### src/rtl/usb_bulk_ep_fifo.sv
// usb_bulk_ep_fifo: bulk endpoint FIFO loopback with speculative OUT commit and ACK-retired IN retransmit
module usb_bulk_ep_fifo #(
  parameter int EP_NUM = 1,
  parameter int DEPTH = 64,
  parameter int MAX_PKT = 64,
  parameter int TIMEOUT_CYC = 255,
  localparam int AW = $clog2(DEPTH),
  localparam int LW = AW + 1,
  localparam int PW = $clog2(MAX_PKT) + 1
) (
  input  logic          clk,
  input  logic          rst_n,
  input  logic          rx_tok_valid,
  input  logic [3:0]    rx_tok_pid,
  input  logic [3:0]    rx_tok_ep,
  input  logic          rx_data_valid,
  input  logic [7:0]    rx_data,
  input  logic          rx_pkt_end,
  input  logic [3:0]    rx_pkt_pid,
  input  logic          rx_crc_err,
  input  logic          rx_hs_valid,
  input  logic [3:0]    rx_hs_pid,
  output logic          tx_hs_valid,
  output logic [3:0]    tx_hs_pid,
  output logic          tx_start,
  output logic [3:0]    tx_pid,
  output logic [PW-1:0] tx_len,
  output logic          tx_byte_valid,
  output logic [7:0]    tx_byte,
  input  logic          tx_byte_ready,
  input  logic          stall_set,
  input  logic          stall_clr,
  output logic          stalled,
  output logic [LW-1:0] fifo_level
);
  localparam int CW = PW + 1;
  localparam int TW = $clog2(TIMEOUT_CYC + 1);
  localparam logic [3:0] PID_OUT = 4'b0001, PID_IN = 4'b1001, PID_DATA0 = 4'b0011, PID_DATA1 = 4'b1011;
  localparam logic [3:0] PID_ACK = 4'b0010, PID_NAK = 4'b1010, PID_STALL = 4'b1110;
  localparam logic [CW-1:0] MAX_C = CW'(MAX_PKT);
  localparam logic [LW-1:0] MAX_L = LW'(MAX_PKT);
  localparam logic [LW-1:0] DEPTH_L = LW'(DEPTH);
  localparam logic [TW-1:0] T_LAST = TW'(TIMEOUT_CYC - 1);
  typedef enum logic [1:0] {IDLE, OUT_DATA, IN_SEND, IN_WAIT} state_t;
  state_t state;
  logic [7:0] mem [DEPTH];
  logic [AW-1:0] wr_commit, wr_spec, rd_commit, rd_spec;
  logic [LW-1:0] level;
  logic [CW-1:0] cnt;
  logic [PW-1:0] sent;
  logic [TW-1:0] timer;
  logic out_tog, in_tog, nak_f, stall_f;
  logic my_tok, wr_en, in_ack;
  assign my_tok = rx_tok_valid && rx_tok_ep == 4'(EP_NUM);
  assign wr_en = state == OUT_DATA && rx_data_valid && !nak_f && !stall_f && cnt < MAX_C;
  assign in_ack = state == IN_WAIT && rx_hs_valid && rx_hs_pid == PID_ACK;
  assign fifo_level = level;
  always_ff @(posedge clk)
    if (wr_en) mem[wr_spec] <= rx_data;
  always_ff @(posedge clk or negedge rst_n) begin
    if (!rst_n) begin
      state <= IDLE;
      wr_commit <= '0;
      wr_spec <= '0;
      rd_commit <= '0;
      rd_spec <= '0;
      level <= '0;
      cnt <= '0;
      sent <= '0;
      timer <= '0;
      out_tog <= 1'b0;
      in_tog <= 1'b0;
      nak_f <= 1'b0;
      stall_f <= 1'b0;
      stalled <= 1'b0;
      tx_hs_valid <= 1'b0;
      tx_hs_pid <= '0;
      tx_start <= 1'b0;
      tx_pid <= '0;
      tx_len <= '0;
      tx_byte_valid <= 1'b0;
      tx_byte <= '0;
    end else begin
      tx_hs_valid <= 1'b0;
      tx_start <= 1'b0;
      case (state)
        OUT_DATA: begin
          if (wr_en) wr_spec <= wr_spec + AW'(1);
          if (rx_data_valid && cnt <= MAX_C) cnt <= cnt + CW'(1);
          if (rx_pkt_end) begin
            state <= IDLE;
            tx_hs_valid <= !rx_crc_err;
            if (!rx_crc_err)
              tx_hs_pid <= (stall_f || (!nak_f && cnt > MAX_C)) ? PID_STALL : nak_f ? PID_NAK : PID_ACK;
            if (!rx_crc_err && !stall_f && !nak_f && cnt > MAX_C) stalled <= 1'b1;
            if (!rx_crc_err && !stall_f && !nak_f && cnt <= MAX_C &&
                rx_pkt_pid == (out_tog ? PID_DATA1 : PID_DATA0)) begin
              wr_commit <= wr_spec;
              level <= level + LW'(cnt);
              out_tog <= ~out_tog;
            end
          end
        end
        IDLE, IN_WAIT: begin
          if (in_ack) begin
            rd_commit <= rd_spec;
            level <= level - LW'(tx_len);
            in_tog <= ~in_tog;
            state <= IDLE;
          end else if (state == IN_WAIT && !rx_tok_valid && timer != T_LAST) begin
            timer <= timer + TW'(1);
          end else begin
            state <= IDLE;
            rd_spec <= rd_commit;
            if (my_tok && rx_tok_pid == PID_OUT) begin
              state <= OUT_DATA;
              wr_spec <= wr_commit;
              cnt <= '0;
              nak_f <= (DEPTH_L - level) < MAX_L;
              stall_f <= stalled;
            end else if (my_tok && rx_tok_pid == PID_IN) begin
              if (stalled || level == '0) begin
                tx_hs_valid <= 1'b1;
                tx_hs_pid <= stalled ? PID_STALL : PID_NAK;
              end else begin
                tx_start <= 1'b1;
                tx_pid <= in_tog ? PID_DATA1 : PID_DATA0;
                tx_len <= level > MAX_L ? PW'(MAX_PKT) : PW'(level);
                sent <= '0;
                state <= IN_SEND;
              end
            end
          end
        end
        default: begin
          if (!tx_byte_valid) begin
            tx_byte_valid <= 1'b1;
            tx_byte <= mem[rd_spec];
          end else if (tx_byte_ready) begin
            rd_spec <= rd_spec + AW'(1);
            sent <= sent + PW'(1);
            if (sent == tx_len - PW'(1)) begin
              tx_byte_valid <= 1'b0;
              timer <= '0;
              state <= IN_WAIT;
            end else begin
              tx_byte <= mem[rd_spec + AW'(1)];
            end
          end
        end
      endcase
      if (stall_clr) begin
        stalled <= 1'b0;
        out_tog <= 1'b0;
        in_tog <= 1'b0;
      end else if (stall_set) begin
        stalled <= 1'b1;
      end
    end
  end
endmodule
### config.mk
export PLATFORM = sky130hd
export DESIGN_NAME = usb_bulk_ep_fifo
export DESIGN_NICKNAME = d
export VERILOG_FILES = /design/src/rtl/usb_bulk_ep_fifo.sv
export SDC_FILE = /design/constraint.sdc
export NUM_CORES = 1
export LEC_CHECK = 0
export ABC_AREA = 1
export CAP_MARGIN = 5
export CORE_MARGIN = 2
export CORE_UTILIZATION = 40
export CTS_CLUSTER_DIAMETER = 30
export DETAILED_ROUTE_END_ITERATION = 8
export HOLD_SLACK_MARGIN = 0.06
export SETUP_SLACK_MARGIN = 0.3
export SKIP_CTS_REPAIR_TIMING = 1
export SKIP_LAST_GASP = 1
export SYNTH_ARGS = -nofsm -noshare
export SYNTH_HDL_FRONTEND = slang
export SYNTH_SLANG_ARGS = --single-unit
### constraint.sdc
create_clock -name clk -period 6.31 [get_ports clk]
set_clock_uncertainty 0.05 [all_clocks]
set_input_delay 1.893 -clock clk [delete_from_list [all_inputs] [get_ports clk]]
set_output_delay 1.893 -clock clk [all_outputs]
set_load 0.005 [all_outputs]
==> run metrics, run 1 <==
Hold/Removal Path Class reg -> reg; Slew Limit Fails 0; Placer Congestion 0.9167; Yosys warnings 0; vias in the first global route 24810; synthesis-to-layout area growth 18.65%; final hold slack 0.4293 ns; status finished, final reports clean; syn avg cell area 8.556 um^2; max cap viols 0; pin count of the biggest net entering global routing 200; Final WS setup 1.883 ns; CP max FO 8; routed len/inst 21.38 um; CP endpoint kind flip-flop; setup TNS 0 ns; Clock Pin Slew Worst Setup and Hold Paths 0.04 ns; unrepaired setup endpoints after global routing false; Max clock buf depth 3; DRT antenna net count 0; first-pass GRT wire length 154700 um; worst vdd ir 772.0 uV; PortBufs 65; Fmax 0.2259 GHz; Req. time, crit path between 6 and 7 ns; fill count 7310; Area contributors post-synth edfxtp_1, nand2_1, nand3_1; Post-Syn Instances 3657; CTS tree built; final hold viol count 0; Post-synth EDFFs 512; Synth top cells by count nand2_1, nand3_1, edfxtp_1, nor2_1, inv_1; worst-case reg-to-reg path depth 10; grt ovf 0; clk root buf clkbuf_16; Setup CP Type in -> reg; worst path arrival time 4.70 ns; most common cell in the synthesized netlist nand2_1; worst skew pair latency between 0.7 and 0.8 ns; I/O pin count 68; predominant post-synthesis flop cell edfxtp_1; area occupied by multi-input gates 0.01165 mm^2; die width 283.7 um; First-pass DRT Iterations 6; Yosys top cell area share 0.4914; Mapped Area 0.03129 mm^2; #FFs+latches synth between 500 and 600; All-Layer GR Usage 0.2554; total CTS buffers about 140; crit path launch type primary input; Final period util 0.7016; H-tree Lvls 4; post-synthesis sequential area ratio 0.5586; Diodes inserted 0; Routed WL 103400 um; CTS sink cnt 596; Place WS 1.240 ns; Worst Hold Path Cells 1; die area 0.08047 mm^2; Row Count 102; Vias/cell 5.463; via count 26432; Cell Pwr Density roughly 510 mW/mm^2; core area 0.07747 mm^2; DR DRC count 0; DR iter-0 viols around 3400; proportion of layout cells with a drive suffix above 1 0.08268; area leader, netlist edfxtp_1; fin util 0.4792; Leak Pwr between 0.01 and 0.015 uW; Post-layout nets between 3000 and 4000; Final setup viols 0; Period minus WS final about 4.4 ns; Post-DP HPWL approximately 64000 um; FFs w/ async S/R, synth 0.1409; Die H 283.7 um; Cell variety after synth 45; Worst Max-Slew Pin Slew 1.192 ns; Starting Density 0.4039; initial antenna violation count 2; Rel. slew slack 0.2012; Register Area 0.01748 mm^2
## final timing paths
kind,startpoint,end,slack [ns]
max,rx_data_valid,mem[17][6],1.88
min,tx_hs_pid[1],tx_hs_pid[1],0.43
max reg2reg,rd_spec[1],tx_byte[7],2.20
min reg2reg,tx_hs_pid[1],tx_hs_pid[1],0.43
max in group asynchronous,rst_n,rd_spec[1],4.05
min in group asynchronous,rst_n,sent[3],1.24
## report_power, final
part,switching [uW],internal (uW)
combinational,5090,2010
sequential,274,4450
clock,2350,4670
total,7720,11100
## state kept, by name, summed over array words and instances (netlist names), 7 cells and up
register,flops
tx_len,7
cnt,8
tx_byte,8
fifo_level,7
sent,7
timer,8
mem,512
## stage by stage
step                power, uW  instances  instance area, um^2
floorplan                9381       3658                31290
global placement        11650       4590                32530
detailed placement      11680       4590                32530
CTS                     18720       4838                37120
global route            19750       4838                37120
finish                  18840       4838                37120
## placed cells by master, fill, tap and decap left out, types with 8 or more instances in the layout
cell and count:
xnor2_1 9, nand2_1 1091, edfxtp_1 512, o211ai_1 55, nand3_1 635, a21oi_1 98
ha_1 16, bufinv_16 15, inv_1 258, clkbuf_1 16, nor2_1 313, inv_6 15
nor3_1 24, xor2_1 21, clkinv_2 21, o21ai_0 233, clkbuf_16 137, buf_2 8
nand4_1 17, clkinv_1 16, clkdlybuf4s50_1 56, clkinvlp_4 13, dfrtp_1 82, buf_4 54
## worst max-delay path, cell delays in order
cell and delay, ns:
clkdlybuf4s50_1 0.52, nand2_1 0.11, nor3_4 0.65, nand4_1 0.74
nor2_1 0.78
## routing by layer
metal  global-route usage  vias up  wire (um)
met3              0.05217      268      10140
met1               0.3477    12385      42590
met2               0.3928     1376      46380
met4               0.1167        2       4289
met5                    0        -         12
li1                     -    12401          -
## final cells by class
cell class	count	share of cell area
Clock buffer	156	0.09508
Clock inverter	92	0.02875
Inverter	270	0.02754
Multi-Input combinational cell	2563	0.3139
Sequential cell	596	0.4710
Tap cell	1040	0.03505
Timing Repair Buffer	121	0.02871
## kinds of logic (layout without fill, tap and decap cells)
kind of cell,Yosys count,count (layout),synth area share
and+or+nand+nor,2103,2103,0.2828
xor gates and xnor gates,34,34,0.01024
adders and majority gates,18,18,0.007438
buffers and inverters,499,639,0.07034
muxes,4,4,0.001320
DFF,596,596,0.5586
AOI/OAI and AO/OA,402,402,0.06922
other,1,2,0.0001199
Power figures use the tool's default switching activity.
==> run 2: changes to the inputs <==
Clock period 6.31 ns to 3.8 ns, I/O delays scaled along.
==> run 2 against run 1 <==
Setup slack worse by 1.4 ns. Hold slack worse by 0.0050 ns. Die area stayed put. Clock power is 67% higher.
==> run metrics, run 2 (synthesis gave the netlist of run 1 again) <==
Req. time, crit path 4.33 ns; CTS tree built; First-pass DRT Iterations 9; layer with the highest usage met2; Starting Density 0.4039; DR iter-0 viols 3665; worst-case reg-to-reg path depth 11; DR DRC count 0; Slew Limit Fails 0; Register Area 0.01748 mm^2; PortBufs 65; die area 0.08047 mm^2; Die H 283.7 um; grt ovf 0; Clock Pin Slew Worst Setup and Hold Paths 0.05 ns; Post-layout nets 3818; unrepaired setup endpoints after global routing false; Design Area, Final around 0.038 mm^2; setup TNS 0 ns; Placer Congestion 0.9441; Diodes inserted 0; Setup CP Type reg -> reg; Cell Pwr Density 834.4 mW/mm^2; Top reg by flops mem; Vias/cell 5.483; core area 0.07747 mm^2; commonest non-fill, non-tap cells in the layout nand2_1, nand3_1, edfxtp_1, nor2_1, inv_1; clk root buf clkbuf_16; Placed Area 0.03342 mm^2; GR Layer Usage met2 0.3933; most common cell after layout, fill and taps aside nand2_1; Final setup viols 0; synthesis-to-layout area growth 21.58%; max FFs per register roughly 510; worst vdd ir 995.7 uV; crit path launch type flip-flop; initial antenna violation count 2; CP max FO roughly 170; Period minus WS final between 3 and 4 ns; met3 usage 0.06021; proportion of layout cells with a drive suffix above 1 0.1004; H-tree Lvls 4; Row Count a little over 100; vias in the first global route 25098; Worst Max-Slew Pin Slew 1.037 ns; worst skew pair latency between 0.7 and 0.8 ns; via count 26939; first-pass GRT wire length about 160000 um; DRT antenna net count 0; Final period util 0.8781; Rel. slew slack 0.3090; Worst Hold Path Cells 2; I/O pin count 68; Post-DP HPWL 66130 um; CP endpoint kind flip-flop; total CTS buffers 130; status finished, final reports clean; fill count 7181; area occupied by multi-input gates 0.01165 mm^2; All-Layer GR Usage 0.2580; Fmax 0.2997 GHz; Leak Pwr roughly 0.015 uW; worst path arrival time 3.87 ns; Place WS ~0.33 ns; final hold slack 0.4243 ns; final hold viol count 0; CTS sink cnt between 500 and 600; Max clock buf depth 3; max cap viols 0; die width 283.7 um; Routed WL 104900 um; Hold/Removal Path Class reg -> reg; pin count of the biggest net entering global routing 249; grt met1 use 0.3477; Final WS setup ~0.46 ns; routed len/inst 21.34 um
run 2: final timing paths:
path	startpoint	endpoint	slack, ns
setup / recovery	rd_spec[0]	tx_byte[2]	0.46
hold / removal	tx_byte[4]	tx_byte[4]	0.42
setup reg to reg	rd_spec[0]	tx_byte[2]	0.46
hold reg to reg	tx_byte[4]	tx_byte[4]	0.42
max in group asynchronous	rst_n	cnt[5]	2.56
min in group asynchronous	rst_n	sent[1]	0.46
run 2: cell type report:
class | instances | share of cell area
sequential | 596 | 0.4596
multi-input combinational | 2563 | 0.3064
clock buffer | 153 | 0.09131
timing repair buffer | 205 | 0.05151
tap | 1040 | 0.03421
clock inverter | 86 | 0.03013
inverter | 270 | 0.02687
run 2: through the flow:
stage	total power (uW)	std cells	util
6_report	31740	4913	0.4911
5_1_grt	33200	4913	0.4911
4_1_cts	31510	4913	0.4911
3_5_place_dp	19720	4674	0.4314
3_3_place_gp	19670	4674	0.4314
2_1_floorplan	15580	3658	-
run 2: layer usage:
layer | part of all wire | up-vias | routed length, um
met5 | 0 | - | 0
met2 | 0.45 | 1455 | 46690
met3 | 0.10 | 281 | 10660
met4 | 0.044 | 0 | 4623
met1 | 0.41 | 12641 | 42890
li1 | - | 12562 | -
run 2: power by group:
part	leakage [uW]	internal, uW	switching [uW]
Combinational	0.00752	3630	8660
Clock	0.00222	7900	3820
Sequential	0.00568	7380	350
Total	0.0154	18900	12800
run 2: critical path, stage by stage, from the launching register on:
cell and delay (ns):
dfrtp_4 0.54, buf_12 0.50, buf_4 0.60, o21ai_0 0.27, nand3_1 0.12, nand2_1 0.06
nand3_1 0.18, nand3_1 0.24, nand2_1 0.12, nand2_1 0.05, nand3_1 0.23, nand2_1 0.08
